<file path="config.mk">
export PLATFORM = sky130hd
export DESIGN_NAME = frm_buf_sched
export DESIGN_NICKNAME = d
export VERILOG_FILES = /design/src/rtl/frm_pkg.sv /design/src/rtl/frm_buf_pick.sv /design/src/rtl/frm_buf_sched.sv
export SDC_FILE = /design/constraint.sdc
export NUM_CORES = 1
export LEC_CHECK = 0
export CORE_MARGIN = 2
export CORE_UTILIZATION = 55
export CTS_BUF_LIST = sky130_fd_sc_hd__clkbuf_2
export DETAILED_ROUTE_END_ITERATION = 7
export GPL_TIMING_DRIVEN = 0
export PLACE_DENSITY = 0.87
export SYNTH_ARGS = -nofsm -noshare
export SYNTH_HDL_FRONTEND = slang
export SYNTH_SLANG_ARGS = --single-unit
export TNS_END_PERCENT = 30
</file>
<file path="constraint.sdc">
create_clock -name s_axis_aclk -period 3.9 [get_ports s_axis_aclk]
set_input_delay 1.17 -clock s_axis_aclk [delete_from_list [all_inputs] [get_ports s_axis_aclk]]
set_output_delay 1.17 -clock s_axis_aclk [all_outputs]
set_load 0.005 [all_outputs]
</file>
<file path="src/rtl/frm_pkg.sv">
`default_nettype none
// ============================================================================
//  Module   : frm_pkg
//  Purpose  : Shared types and defaults for the frame-path controllers.
//  Revision : 1.0 - initial release
// ============================================================================
package frm_pkg;

    typedef enum logic [0:0] {
        ST_IDLE = 1'b0,
        ST_RUN  = 1'b1
    } frm_state_e;

    localparam int unsigned c_num_buf_def = 3;
    localparam int unsigned c_idx_w_def   = 2;
    localparam int unsigned c_drop_w_def  = 16;
    localparam logic [c_drop_w_def-1:0] c_drop_max = '1;

endpackage : frm_pkg
`default_nettype wire

</file>
<file path="src/rtl/frm_buf_pick.sv">
`default_nettype none
// ============================================================================
//  Module   : frm_buf_pick
//  Purpose  : Combinational picker returning the lowest buffer index that is
//             not in a two-entry exclusion set.
//  Revision : 1.0 - initial release
// ============================================================================
module frm_buf_pick
    import frm_pkg::*;
#(
    parameter int NUM_BUF = c_num_buf_def,
    parameter int IDX_W   = c_idx_w_def
) (
    input  logic [IDX_W-1:0] excl_a,
    input  logic             excl_a_vld,
    input  logic [IDX_W-1:0] excl_b,
    input  logic             excl_b_vld,
    output logic [IDX_W-1:0] idx
);

    logic [IDX_W-1:0] w_cand;

    // Scanning downward lets the last hit, i.e. the lowest free index, win.
    always_comb begin
        idx    = '0;
        w_cand = '0;
        for (int i = NUM_BUF - 1; i >= 0; i--) begin
            w_cand = i[IDX_W-1:0];
            if (!(excl_a_vld && (excl_a == w_cand)) &&
                !(excl_b_vld && (excl_b == w_cand))) begin
                idx = w_cand;
            end
        end
    end

endmodule : frm_buf_pick
`default_nettype wire

</file>
<file path="src/rtl/frm_buf_sched.sv">
`default_nettype none
// ============================================================================
//  Module   : frm_buf_sched
//  Purpose  : Rotating frame-buffer scheduler for writer/reader, with latched
//             frame IRQ and saturating dropped-frame counter.
//  Revision : 1.0 - initial release
// ============================================================================
module frm_buf_sched
    import frm_pkg::*;
#(
    parameter int NUM_BUF = c_num_buf_def,
    parameter int IDX_W   = c_idx_w_def,
    parameter int DROP_W  = c_drop_w_def
) (
    input  logic              s_axis_aclk,
    input  logic              s_axis_aresetn,
    input  logic              enable,
    input  logic              frm_cmp,
    input  logic              rd_frm_start,
    input  logic              irq_ack,
    output logic [IDX_W-1:0]  wr_buf_idx,
    output logic [IDX_W-1:0]  rd_buf_idx,
    output logic              frm_ready,
    output logic              frm_irq,
    output logic [DROP_W-1:0] drop_cnt
);

    localparam logic [IDX_W-1:0]  c_rd_idle  = IDX_W'(1);
    localparam logic [DROP_W-1:0] c_drop_sat = '1;

    frm_state_e        r_state;
    frm_state_e        w_state_nxt;
    logic              w_run;
    logic [IDX_W-1:0]  w_pick;
    logic [IDX_W-1:0]  r_wr;
    logic [IDX_W-1:0]  r_rd;
    logic [IDX_W-1:0]  r_latest;
    logic              r_ready;
    logic              r_irq;
    logic [DROP_W-1:0] r_drop;

    always_ff @(posedge s_axis_aclk) begin
        if (!s_axis_aresetn) begin
            r_state <= ST_IDLE;
        end else begin
            r_state <= w_state_nxt;
        end
    end

    always_comb begin
        w_state_nxt = r_state;
        w_run       = 1'b0;
        case (r_state)
            ST_IDLE: if (enable) w_state_nxt = ST_RUN;
            ST_RUN: begin
                if (!enable) w_state_nxt = ST_IDLE;
                else         w_run       = 1'b1;
            end
            default: w_state_nxt = ST_IDLE;
        endcase
    end

    // When the reader grabs the finishing frame in the same cycle, only the
    // old write index stays busy, so the reader's index is not excluded.
    frm_buf_pick #(
        .NUM_BUF (NUM_BUF),
        .IDX_W   (IDX_W)
    ) u_pick (
        .excl_a     (r_wr),
        .excl_a_vld (1'b1),
        .excl_b     (r_rd),
        .excl_b_vld (~rd_frm_start),
        .idx        (w_pick)
    );

    always_ff @(posedge s_axis_aclk) begin
        if (!s_axis_aresetn) begin
            r_wr     <= '0;
            r_rd     <= '0;
            r_latest <= '0;
            r_ready  <= 1'b0;
            r_irq    <= 1'b0;
            r_drop   <= '0;
        end else if (!w_run) begin
            r_wr     <= '0;
            r_rd     <= c_rd_idle;
            r_latest <= '0;
            r_ready  <= 1'b0;
            r_irq    <= 1'b0;
        end else if (frm_cmp) begin
            r_latest <= r_wr;
            r_wr     <= w_pick;
            r_irq    <= 1'b1;
            if (r_ready && (r_drop != c_drop_sat)) begin
                r_drop <= r_drop + DROP_W'(1);
            end
            if (rd_frm_start) begin
                r_rd    <= r_wr;
                r_ready <= 1'b0;
            end else begin
                r_ready <= 1'b1;
            end
        end else begin
            if (rd_frm_start && r_ready) begin
                r_rd    <= r_latest;
                r_ready <= 1'b0;
            end
            if (irq_ack) begin
                r_irq <= 1'b0;
            end
        end
    end

    assign wr_buf_idx = r_wr;
    assign rd_buf_idx = r_rd;
    assign frm_ready  = r_ready;
    assign frm_irq    = r_irq;
    assign drop_cnt   = r_drop;

endmodule : frm_buf_sched
`default_nettype wire
</file>
# Word level (Yosys, flattened, before mapping)
# Cells that the tools add are included.
# op_classes
addsub,1
n_bitwise,1
mux,14
eq_ne,8
reduce_logical,22
# op_table
cell,n
$add A16 B1 Y16 const B,1
$ne A16 B16 Y1 const B,1
$mux W2,6
$logic_and A1 B1 Y1,8
$mux W1,8
$logic_not A1 Y1,6
$reduce_and A2 Y1,3
$eq A2 B1 Y1 const B,2
$eq A2 B2 Y1 const B,2
$logic_not A2 Y1,2
$reduce_bool A2 Y1,2
$ne A3 B2 Y1 const B,1
$ne A3 B3 Y1 const B,1
$reduce_and A3 Y1,1
$ne A2 B1 Y1 const B,1
$not A1 Y1,1
# totals
out_inout_bits,22
ff_bits,25

# Depth between registers and ports, before layout
# depth
ltp_word,7
ltp_mapped,6
ltp_nobuf,5

# Modules after synthesis
# From an unflattened synthesis, not the netlist that was laid out.
# unflattened
cells_unflattened,143
hier_area_um2,1223.7
# modules_own_cells
mod,cells_each,area_per_inst_um2,instances
frm_buf_sched,136,1167.4,1
frm_buf_pick,7,56.3,1

# Worst setup path after synthesis
# No wires, ideal clock.
# synth_path
path_type,input to register
start,input port enable
end,register r_drop[9] (netlist: drop_cnt[9])
path_stages,5
setup_ns,0.070
t_required_ns,3.830
setup_slack_ns,1.320
arrival_ns,2.509
path_cell_list,nand4_1 -> or4_1 -> buf_2 -> or4_1 -> a21oi_1
# synth_via
elab_chain_cells,3
# synth_rtl
item,line,text
from (decl),frm_buf_sched.sv:17,"input logic enable,"
$mux W1,frm_buf_sched.sv:56,if (!enable) w_state_nxt = ST_IDLE;
$mux W1,frm_buf_sched.sv:53,case (r_state)
$reduce_and A3 Y1 (no line),--,
to (signal assigned),frm_buf_sched.sv:95,r_drop <= r_drop + DROP_W'(1);
to (decl),frm_buf_sched.sv:40,logic [DROP_W-1:0] r_drop;
# Every way passes these cells.
# A chain may end at the register's enable or synchronous reset.

# Final worst setup path
# layout_path
start,input port enable
end,register r_drop[11] (netlist: drop_cnt[11])
# The elaborated chain is that of the path after synthesis.

==> reports/summary.md <==
In this run the most critical hold path is launched from r_latest[0]. Derived from the worst setup path, the maximum achievable clock frequency is 347.1 MHz. The run finished with clean final reports. The share of Yosys cell area claimed by the top area cell type works out to 41.80%. The worst hold path terminates at r_latest[0]. Relative to the synthesized area, the layout overhead comes to 27.06%. The number of buffers and inverters on the critical path works out to 2. The hold-critical path depth was 2; the count of antenna diodes in the layout was 0. Largest net degree at the start of global routing: 15.

From left edge to right edge, the die measures 50.66 µm. Of all cell types, the one taking the most synthesized area is sky130_fd_sc_hd__dfxtp_1. Once detail routing completed, the nets flagged for antenna violations numbered 0. In the synthesized netlist the dominant register cell turns out to be sky130_fd_sc_hd__dfxtp_1. Setup violations remaining at the end of the flow were counted as 0. The synthesized design contains 0 enable-type register cells.

The reported max-cap violation count came out at 0. Broken down by cell family, the worst path's largest delay share belongs to simple AND/OR/NAND/NOR gates. The final cycle utilization of the critical path is 73.87%, and the number of search-and-repair iterations in the first detailed-routing pass is 4. The die covers 2566 µm². The worst register-to-register path has a depth of 5. The tools report the switching power summed over all nets as 92.67 µW.

The most numerous cell type found on the critical path is sky130_fd_sc_hd__or4_1. In this run the worst path has a maximum fanout of 9. The final hold violation count is 0, and the global-route wire length before repair is 4.560 mm. The total number of H-tree levels was 1; the count of input and output buffers was 27. Average vias per placed instance: 5.955. The net count of the finished layout is 183. Counting flops and latches in the post-synthesis netlist gives 25. The internal power summed over all cells is 293.2 µW, and the floorplan core area is 2002 µm². The critical path required time is 4.21 ns, and the post-synthesis average cell area is 8.315 µm². For this run, the slowest stage of the critical path takes 0.54 ns. Power spread over the standard cell area amounts to 253.6 nW/µm². The fraction of final layout cells with drive strength greater than 1 is 3.429%. Measured along the y axis, the die boundary spans 50.66 µm. Counting every sink on the clock net gives 25. The logs give 67.5% for the sequential share of power and 6.6% for the share of power burned in combinational logic. Type of the worst min-delay path: flop to flop. In this run the clock root is driven by a sky130_fd_sc_hd__clkbuf_2. The initial utilization of the core area, before any placement, comes to 59.81%.

Most used standard cell by instance count after synthesis: sky130_fd_sc_hd__dfxtp_1. Yosys mapped the design onto 35 distinct sky130hd cell types. Setup repair after global routing left no endpoint under its margin. Internal reg-to-reg setup slack: 1.85 ns. The number of clock buffers added by TritonCTS is 3.

The cts-stage hold buffer count was 0; the total half-perimeter wirelength after legalization and detailed placement was 2.071 mm. The number of global-route vias before repair was 1062; the net switching share of the total power was 24.02%. The run gives 1197 µm² as the total standard cell area after synthesis. The clock network latency to the later pin of the worst-skew pair is 0.35 ns, and the maximum root-to-sink buffer count is 2. STA puts the critical path data arrival time at 3.19 ns. Synthesis produced a netlist with a net count of 151. Counting the fill cells in the layout gives 166. TritonCTS built the clock tree. The logs give 0.2364 mV for the maximum resistive drop on vdd and 28 for the I/O pin total. The global placement routability congestion is 0.8157.

The tools report the number of placement rows as 16. The total overflow left after global routing is 0. In this run, the clock network consumes 26.0% of the power.

The critical path is of the input port to flop type. After synthesis, the most frequently instantiated cells are 25 x sky130_fd_sc_hd__dfxtp_1, 15 x sky130_fd_sc_hd__a21oi_1, 14 x sky130_fd_sc_hd__nand2_1. Once the clock tree was built, the resizer swapped 0 gates to a different size.

In the synthesized netlist the async set-or-reset flop fraction comes to 0%. The largest individual stage delay along the critical path comes from the cell sky130_fd_sc_hd__clkdlybuf4s50_1. For this run, the total global-route usage over all layers was measured as 23.14%. In this run the static leakage power is 0.4615 nW.

The number of placed instances, taps included, is 198. The startpoint identified for the worst register-to-register timing path is frm_ready. Traced cell by cell, the critical path runs through clkdlybuf4s50_1, nand4_1, or4_1, buf_2, or4_1, a21oi_1.

The portion of the post-synthesis area used by sequential elements was 41.80%; the routed wire length was 2.822 mm. The wire length per cell works out to 13.97 µm. For the setup skew after layout, the log shows 0.02471 ns. The worst setup path is launched from an input port. Buffers added to address setup during post-CTS repair amount to 0. Measured against its own limit, the worst slew margin works out to 50.90%. The max-slew violation total from the final report is 0, and the post-route minimum period is 2.881 ns.

At the pin with the least slew margin, the transition time is 0.7308 ns. The run gives 0 as the yosys synthesis warning count. Synthesis produced 144 cells. The logs give 0 for the number of antenna violations at the first check in global routing and 1203 for the number of vias in the routed layout.

For the count of placed standard cells in the final layout, fillers left out, the log shows 202. STA classifies the critical path endpoint as a flop. For this run, design rule violations remaining after detail routing come to 0. The tools report the capturing point of the worst reg2reg path as drop_cnt[11]. After synthesis, the cell types taking the most area are sky130_fd_sc_hd__dfxtp_1 42%, sky130_fd_sc_hd__a21oi_1 6.3%, sky130_fd_sc_hd__nand2_1 4.4%.

For this block, the initial DRC count from the detailed router was 33. After clock tree synthesis, the clock-pin slew on the worst setup and hold paths is 0.25 ns. The total negative setup slack is 0 ns.
## power by group through the flow
stage	clock, mW	combinational (mW)	sequential (mW)
floorplan	0	0.0119	0.265
global placement	0	0.0239	0.265
detailed placement	0	0.0248	0.265
CTS	0.103	0.0249	0.260
global route	0.114	0.0276	0.261
finish	0.100	0.0254	0.260
## placed cells by master (no fill, tap or decap), types with 4 or more instances in the layout
cell / instances
sky130_fd_sc_hd__clkdlybuf4s50_1: 27
sky130_fd_sc_hd__dfxtp_1: 25
sky130_fd_sc_hd__a21oi_1: 15
sky130_fd_sc_hd__nand2_1: 14
sky130_fd_sc_hd__nand3_1: 9
sky130_fd_sc_hd__nand2b_1: 8
sky130_fd_sc_hd__or4_1: 7
sky130_fd_sc_hd__nor2_1: 7
sky130_fd_sc_hd__o31ai_1: 6
sky130_fd_sc_hd__nand4_1: 5
sky130_fd_sc_hd__inv_1: 5
sky130_fd_sc_hd__o21ai_0: 5
sky130_fd_sc_hd__mux2i_1: 5
sky130_fd_sc_hd__clkbuf_1: 4
## stage by stage
| step | setup slack [ns] | total power, mW | util [%] | instance area [µm²] | hold WS [ns] |
|---|---|---|---|---|---|
| after floorplan | 1.320 | 0.2766 | - | 1197 | 0.4507 |
| after global placement | 0.6588 | 0.2887 | 75.00 | 1501 | 0.4586 |
| after detailed placement | 0.6448 | 0.2898 | 75.00 | 1501 | 0.4887 |
| after CTS | 1.031 | 0.3884 | 76.00 | 1521 | 0.5180 |
| after global routing | 0.9008 | 0.4029 | 76.00 | 1521 | 0.5406 |
| final | 1.019 | 0.3858 | 76.00 | 1521 | 0.5125 |
## registers in the layout (all words and copies together) (netlist names)
name / cells
frm_ready: 1
drop_cnt: 16
r_state: 1
rd_buf_idx: 2
wr_buf_idx: 2
frm_irq: 1
r_latest: 2
## worst max-delay path by stage
stage                start      endpoint  slack, ns  cells after the start
floorplan           enable   drop_cnt[9]       1.32                      5
global placement    enable   drop_cnt[9]       0.66                      6
detailed placement  enable  drop_cnt[15]       0.64                      6
CTS                 enable  drop_cnt[11]       1.03                      6
global route        enable  drop_cnt[13]       0.90                      6
finish              enable  drop_cnt[11]       1.02                      6
## worst register-to-register path, stage by stage (launching register included)
cell                      delay, ns
sky130_fd_sc_hd__dfxtp_1       0.51
sky130_fd_sc_hd__nand4_1       0.18
sky130_fd_sc_hd__or4_1         0.52
sky130_fd_sc_hd__buf_2         0.18
sky130_fd_sc_hd__or4_1         0.47
sky130_fd_sc_hd__a21oi_1       0.15
## final cells by class
| class | count | area [µm²] | share of cell area (%) |
|---|---|---|---|
| Buffer | 5 | 20.02 | 1.316 |
| Clock buffer | 3 | 15.01 | 0.9868 |
| Clock inverter | 1 | 5.005 | 0.3289 |
| Inverter | 5 | 18.77 | 1.234 |
| Multi-Input combinational cell | 109 | 658.1 | 43.26 |
| Sequential cell | 25 | 500.5 | 32.89 |
| Tap cell | 27 | 33.78 | 2.220 |
| Timing Repair Buffer | 27 | 270.3 | 17.76 |
## per-layer routing
layer	track usage [%]	wire length, µm	vias up
met4	5.856	21	0
li1	-	-	599
met3	6.250	157	2
met5	0	0	-
met2	39.91	1408	36
met1	28.46	1234	566
## kinds of logic after synthesis
group,share of synthesized area (%)
XOR/XNOR,0.7316
flip-flops,41.80
buffers and inverters,3.239
AND/OR/NAND/NOR,29.99
adder cells (fa/ha/maj),1.045
multiplexers,4.180
AO/OA/AOI/OAI,19.02
Note: power is estimated with default switching activity, not from simulation.
==> variant 1, RTL diff (same flow settings) <==
Add an input register stage for `irq_ack`, with the module's reset; this delays it by one clock. The other inputs are not delayed to match.
--- a/src/rtl/frm_buf_sched.sv
+++ b/src/rtl/frm_buf_sched.sv
@@ -29,2 +29,12 @@
     localparam logic [DROP_W-1:0] c_drop_sat = '1;
+
+    logic irq_ack_q;
+
+    always_ff @(posedge s_axis_aclk) begin
+        if (!s_axis_aresetn) begin
+            irq_ack_q <= '0;
+        end else begin
+            irq_ack_q <= irq_ack;
+        end
+    end
 
@@ -107,3 +117,3 @@
             end
-            if (irq_ack) begin
+            if (irq_ack_q) begin
                 r_irq <= 1'b0;
Function: changed (Yosys sat finds a counterexample within 4 cycles, from zero or initial values and one cycle with s_axis_aresetn low).
==> variant 1 against the original RTL <==
- clock power decreased by 4%
- area after synthesis up 5.2%
- combinational power about the same
- register-to-register slack got worse by 30 ps
- highest routed layer unchanged
- routed wire length is 0.99% higher
- total power is 1.8% higher
- sequential cell count up 1
- design area up 3.9%
- critical path depth stayed put
- setup slack better by 29 ps
==> variant 1: results (changes against the original RTL) <==
Min path
  • Worst hold stages: 2 (unchanged)

Yosys
  • Synthesis Warnings: 0 (unchanged)
  • Multiplexer share of the synthesized area: 2.383% (was 4.180%)
  • Adder-Cell Fraction of Synth Area: 0.9930% (was 1.045%)
  • Mapped Nets: 155 (was 151)
  • Area contributors post-synth: dfxtp_1 41%, a21oi_1 5.6%, nand2b_1 4.0% (was dfxtp_1 42%, a21oi_1 6.3%, nand2_1 4.4%)
  • Cell variety after synth: 34 (was 35)
  • Seq/Total Area, Yosys: 41.31% (was 41.80%)
  • Commonest cells in the netlist: 26 x dfxtp_1, 14 x a21oi_1, 10 x nand2_1, 9 x nand3_1 (was 25 x dfxtp_1, 15 x a21oi_1, 14 x nand2_1, 9 x nand3_1, 8 x nand2b_1)
  • Complex-gate fraction of the synthesized area: 19.07% (was 19.02%)
  • XOR/XNOR share of the synthesized area: 0.6951% (was 0.7315%)
  • Synth Flop Type: dfxtp_1 (unchanged)
  • Ys async rst share: 0% (unchanged)

Placement
  • GP Congestion: 0.8048 (was 0.8157)
  • Hpwl dp: 2065 um (was 2071 um)

Power and ir drop
  • Pleak: 0.0004755 uW (was 0.0004615 uW)
  • VDD IR max: 0.1956 mV (was 0.2364 mV)

Clocking
  • Maximum buffer depth of the clock tree: 2 (unchanged)
  • Post_cts resized: 0 (unchanged)
  • Clock transition at the registers of the reported paths: 230 ps (was 250 ps)
  • Clk_lat worst skew: 360 ps
  • H-tree Lvls: 1 (unchanged)

GRT
  • Maximum number of pins on one net before global-route repair: 14 (was 15)
  • GRT Util Overall: 23.20% (was 23.14%)
  • First-pass GRT wire length: 4685 um (was 4560 um)
  • Vias in the first global route: 1116 (was 1062)

Finish
  • Final #Nets: 187 (was 183)
  • FILL cells: 167 (was 166)
  • Fraction of layout cells with a size suffix above 1: 4.494% (was 3.429%)

Drt
  • Final WL: 2850 um (was 2822 um)
  • DR iter-0 viols: 31 (was 33)
  • Via count: 1256 (was 1203)

STA
  • Slew HR: 54.07% (was 50.90%)
  • Fin Clk Skew: 23.93 ps (was 24.71 ps)

Setup path
  • R2R cell count: 6 (was 5)
  • Worst Path Arrival: 3140 ps (was 3190 ps)

Status
  • Status: complete, no violations (unchanged)
-- variant 1: worst paths after layout --
check,start,endpoint,slack [ps]
max,enable,drop_cnt[13],1050
max reg2reg,drop_cnt[0],drop_cnt[10],1820
min reg2reg,r_latest[0],r_latest[0],500
min,r_latest[0],r_latest[0],500
-- variant 1: metal layers --
metal	vias to the layer above	wire, um	global-route usage, %	part of all wire [%]
li1	625	-	-	-
met1	591	1263	27.82	44
met2	35	1415	40.93	50
met3	5	123	2.586	4.3
met4	0	46	10.96	1.6
met5	-	0	0	0
-- variant 1: final cells by class --
type,count,share of cell area (%)
Buffer,6,1.504
Inverter,7,1.663
Sequential cell,26,32.94
Timing Repair Buffer,27,17.10
Multi-Input combinational cell,109,43.63
Tap cell,28,2.217
Clock buffer,3,0.9501
-- variant 1: worst max-delay path, cell delays in order --
cell,delay (ps)
clkdlybuf4s50_1,540
nand4_2,180
or3b_1,420
buf_2,180
or4_1,500
a21oi_1,150
-- variant 1: kinds of logic (layout without fill, tap and decap cells) --
kind of cell / after synthesis / after routing
buffers and inverters: 13 / 43
flip-flops: 26 / 26
multiplexers: 3 / 3
AO/OA/AOI/OAI: 38 / 38
adder cells (fa/ha/maj): 1 / 1
XOR/XNOR: 1 / 1
AND/OR/NAND/NOR: 66 / 66
-- variant 1: metrics by stage --
stage,util [%],instances,worst slack (ps),area [um2],total power [uW]
finish,72.13,206,1048,1580,393.0
global route,72.13,206,963.9,1580,409.3
CTS,72.13,206,1084,1580,396.5
detailed placement,71.44,203,716.4,1565,301.4
global placement,71.44,203,729.2,1565,300.5
floorplan,-,148,1394,1260,288.4
-- variant 1: power breakdown --
part	internal [uW]	leakage (uW)	switching (uW)	total (uW)
clock	20.9	0.0000125	75.5	96.4
sequential	269	0.000210	2.34	271
combinational	12.3	0.000253	13.2	25.5
==> variant 2, RTL diff (config.mk and constraints unchanged) <==
Made on the original files. The package constant `c_idx_w_def` goes from 2 to 3.
--- a/src/rtl/frm_pkg.sv
+++ b/src/rtl/frm_pkg.sv
@@ -14,3 +14,3 @@
     localparam int unsigned c_num_buf_def = 3;
-    localparam int unsigned c_idx_w_def   = 2;
+    localparam int unsigned c_idx_w_def   = 3;
     localparam int unsigned c_drop_w_def  = 16;
Ports: changed (resized rd_buf_idx and wr_buf_idx); port bits go from 28 to 30. No check against the original RTL was run, so the function may have changed too.
==> variant 2 against the original RTL <==
- global-route usage up 0.71 points
- routed wire length is 7.9% higher
- sequential cell count is the same
- via count grew 3.5%
- maximum frequency rose by 9.7%
- total power rose by 1.2%
- clock power is 4% higher
- design area increased by 4.9%
- area after synthesis is 5.9% higher
- die area up 5.4%
- setup slack better by 250 ps
- first-iteration DRC count rose by 6.1%
- core utilization is 3.1 points lower
==> variant 2: results (changes against the original RTL) <==
Power and ir drop
  • Pleak: 0.0005131 uW (was 0.0004615 uW)
  • Gate power share: 6.8% (was 6.6%)
  • VDD IR max: 0.2340 mV (was 0.2364 mV)
  • Clock net power: 104 uW (was 100 uW)
  • Internal Power: 298.4 uW (was 293.2 uW)

Drt
  • M1 WL: 1407 um (was 1234 um)
  • Routed wl met3: 152 um (was 157 um)
  • WL/cell: 14.78 um (was 13.97 um)
  • DRT Pass-1 Iters: 5 (was 4)
  • Via density: 6.044 (was 5.955)
  • DR iter-0 viols: 35 (was 33)

Finish
  • Final #Nets: 186 (was 183)
  • Fraction of layout cells with a size suffix above 1: 8.989% (was 3.429%)
  • Layout Cells excl Fill: 206 (was 202)

Yosys
  • Cells after synthesis: 146 (was 144)
  • Seq/Total Area, Yosys: 39.49% (was 41.80%)
  • Cell variety after synth: 41 (was 35)
  • Area contributors post-synth: dfxtp_1 39%, a21oi_1 5.5%, o31ai_1 4.1% (was dfxtp_1 42%, a21oi_1 6.3%, nand2_1 4.4%)
  • Commonest cells in the netlist: 25 x dfxtp_1, 14 x a21oi_1, 11 x nand2_1, 8 x nand4_1 (was 25 x dfxtp_1, 15 x a21oi_1, 14 x nand2_1, 9 x nand3_1, 8 x nand2b_1)
  • Synthesis Warnings: 0 (unchanged)

Placement
  • GP Congestion: 0.8560 (was 0.8157)
  • Hpwl dp: 2212 um (was 2071 um)
  • Placed Cells: 202 (was 198)
  • Post-Place Setup Slack: 915.9 ps (was 644.8 ps)

Clocking
  • Clock transition at the registers of the reported paths: 230 ps (was 250 ps)

Status
  • Status: complete, no violations (unchanged)

Setup path
  • Worst Path Arrival: 2920 ps (was 3190 ps)
  • Reg-to-reg setup timing slack: 2100 ps (was 1850 ps)
  • RR Endpoint: drop_cnt[2] (was drop_cnt[11])
  • R2R cell count: 6 (was 5)

GRT
  • Met2 Use GR: 39.24% (was 39.91%)
  • First-pass GRT wire length: 4912 um (was 4560 um)
  • GRT Util Overall: 23.86% (was 23.14%)
  • Routing usage on met1: 31.94% (was 28.46%)

Min path
  • Hold endpoint: r_latest[0] (unchanged)

STA
  • Fin Clk Skew: 6.540 ps (was 24.71 ps)
[variant 2: cell types whose count changed after synthesis, sizes merged, moves of 3 or more]
cell / change
nand3: -3
nand2: -3
or2: -3
o211ai: +3
and4: +4
nand4: +3
[variant 2: per-stage QoR]
step	area [um2]	hold WS, ps
after floorplan	1271	448.9
after global placement	1577	460.2
after detailed placement	1577	479.8
after CTS	1597	505.5
after global routing	1597	546.4
final	1597	503.1
[variant 2: area by class of cell]
class,count,area share (%)
Buffer,7,2.978
Clock buffer,4,1.254
Inverter,5,1.176
Multi-Input combinational cell,110,44.12
Sequential cell,25,31.35
Tap cell,28,2.194
Timing Repair Buffer,27,16.93
[variant 2: worst max path at each step]
stage / start / to / slack, ps / cells after the start
2_1_floorplan: enable / drop_cnt[11] / 1690 / 4
3_3_place_gp: enable / drop_cnt[11] / 990 / 5
3_5_place_dp: enable / drop_cnt[15] / 920 / 5
4_1_cts: enable / drop_cnt[15] / 1290 / 5
5_1_grt: enable / drop_cnt[15] / 1210 / 5
6_report: enable / drop_cnt[15] / 1270 / 5
[variant 2: worst register-to-register path: stages (launching register included)]
cell and delay (ps):
dfxtp_1 450, ha_1 340, nand3_1 130, nor4_2 290, buf_2 280, o21ai_0 130
a21oi_1 140
[variant 2: logic make-up after synthesis]
| family | Yosys count | share of synthesized area [%] |
|---|---|---|
| AO/OA/AOI/OAI | 43 | 22.71 |
| XOR/XNOR | 1 | 0.6911 |
| adder cells (fa/ha/maj) | 1 | 0.9870 |
| buffers and inverters | 12 | 5.232 |
| flip-flops | 25 | 39.49 |
| multiplexers | 3 | 2.369 |
| other | 1 | 0.2959 |
| AND/OR/NAND/NOR | 60 | 28.23 |
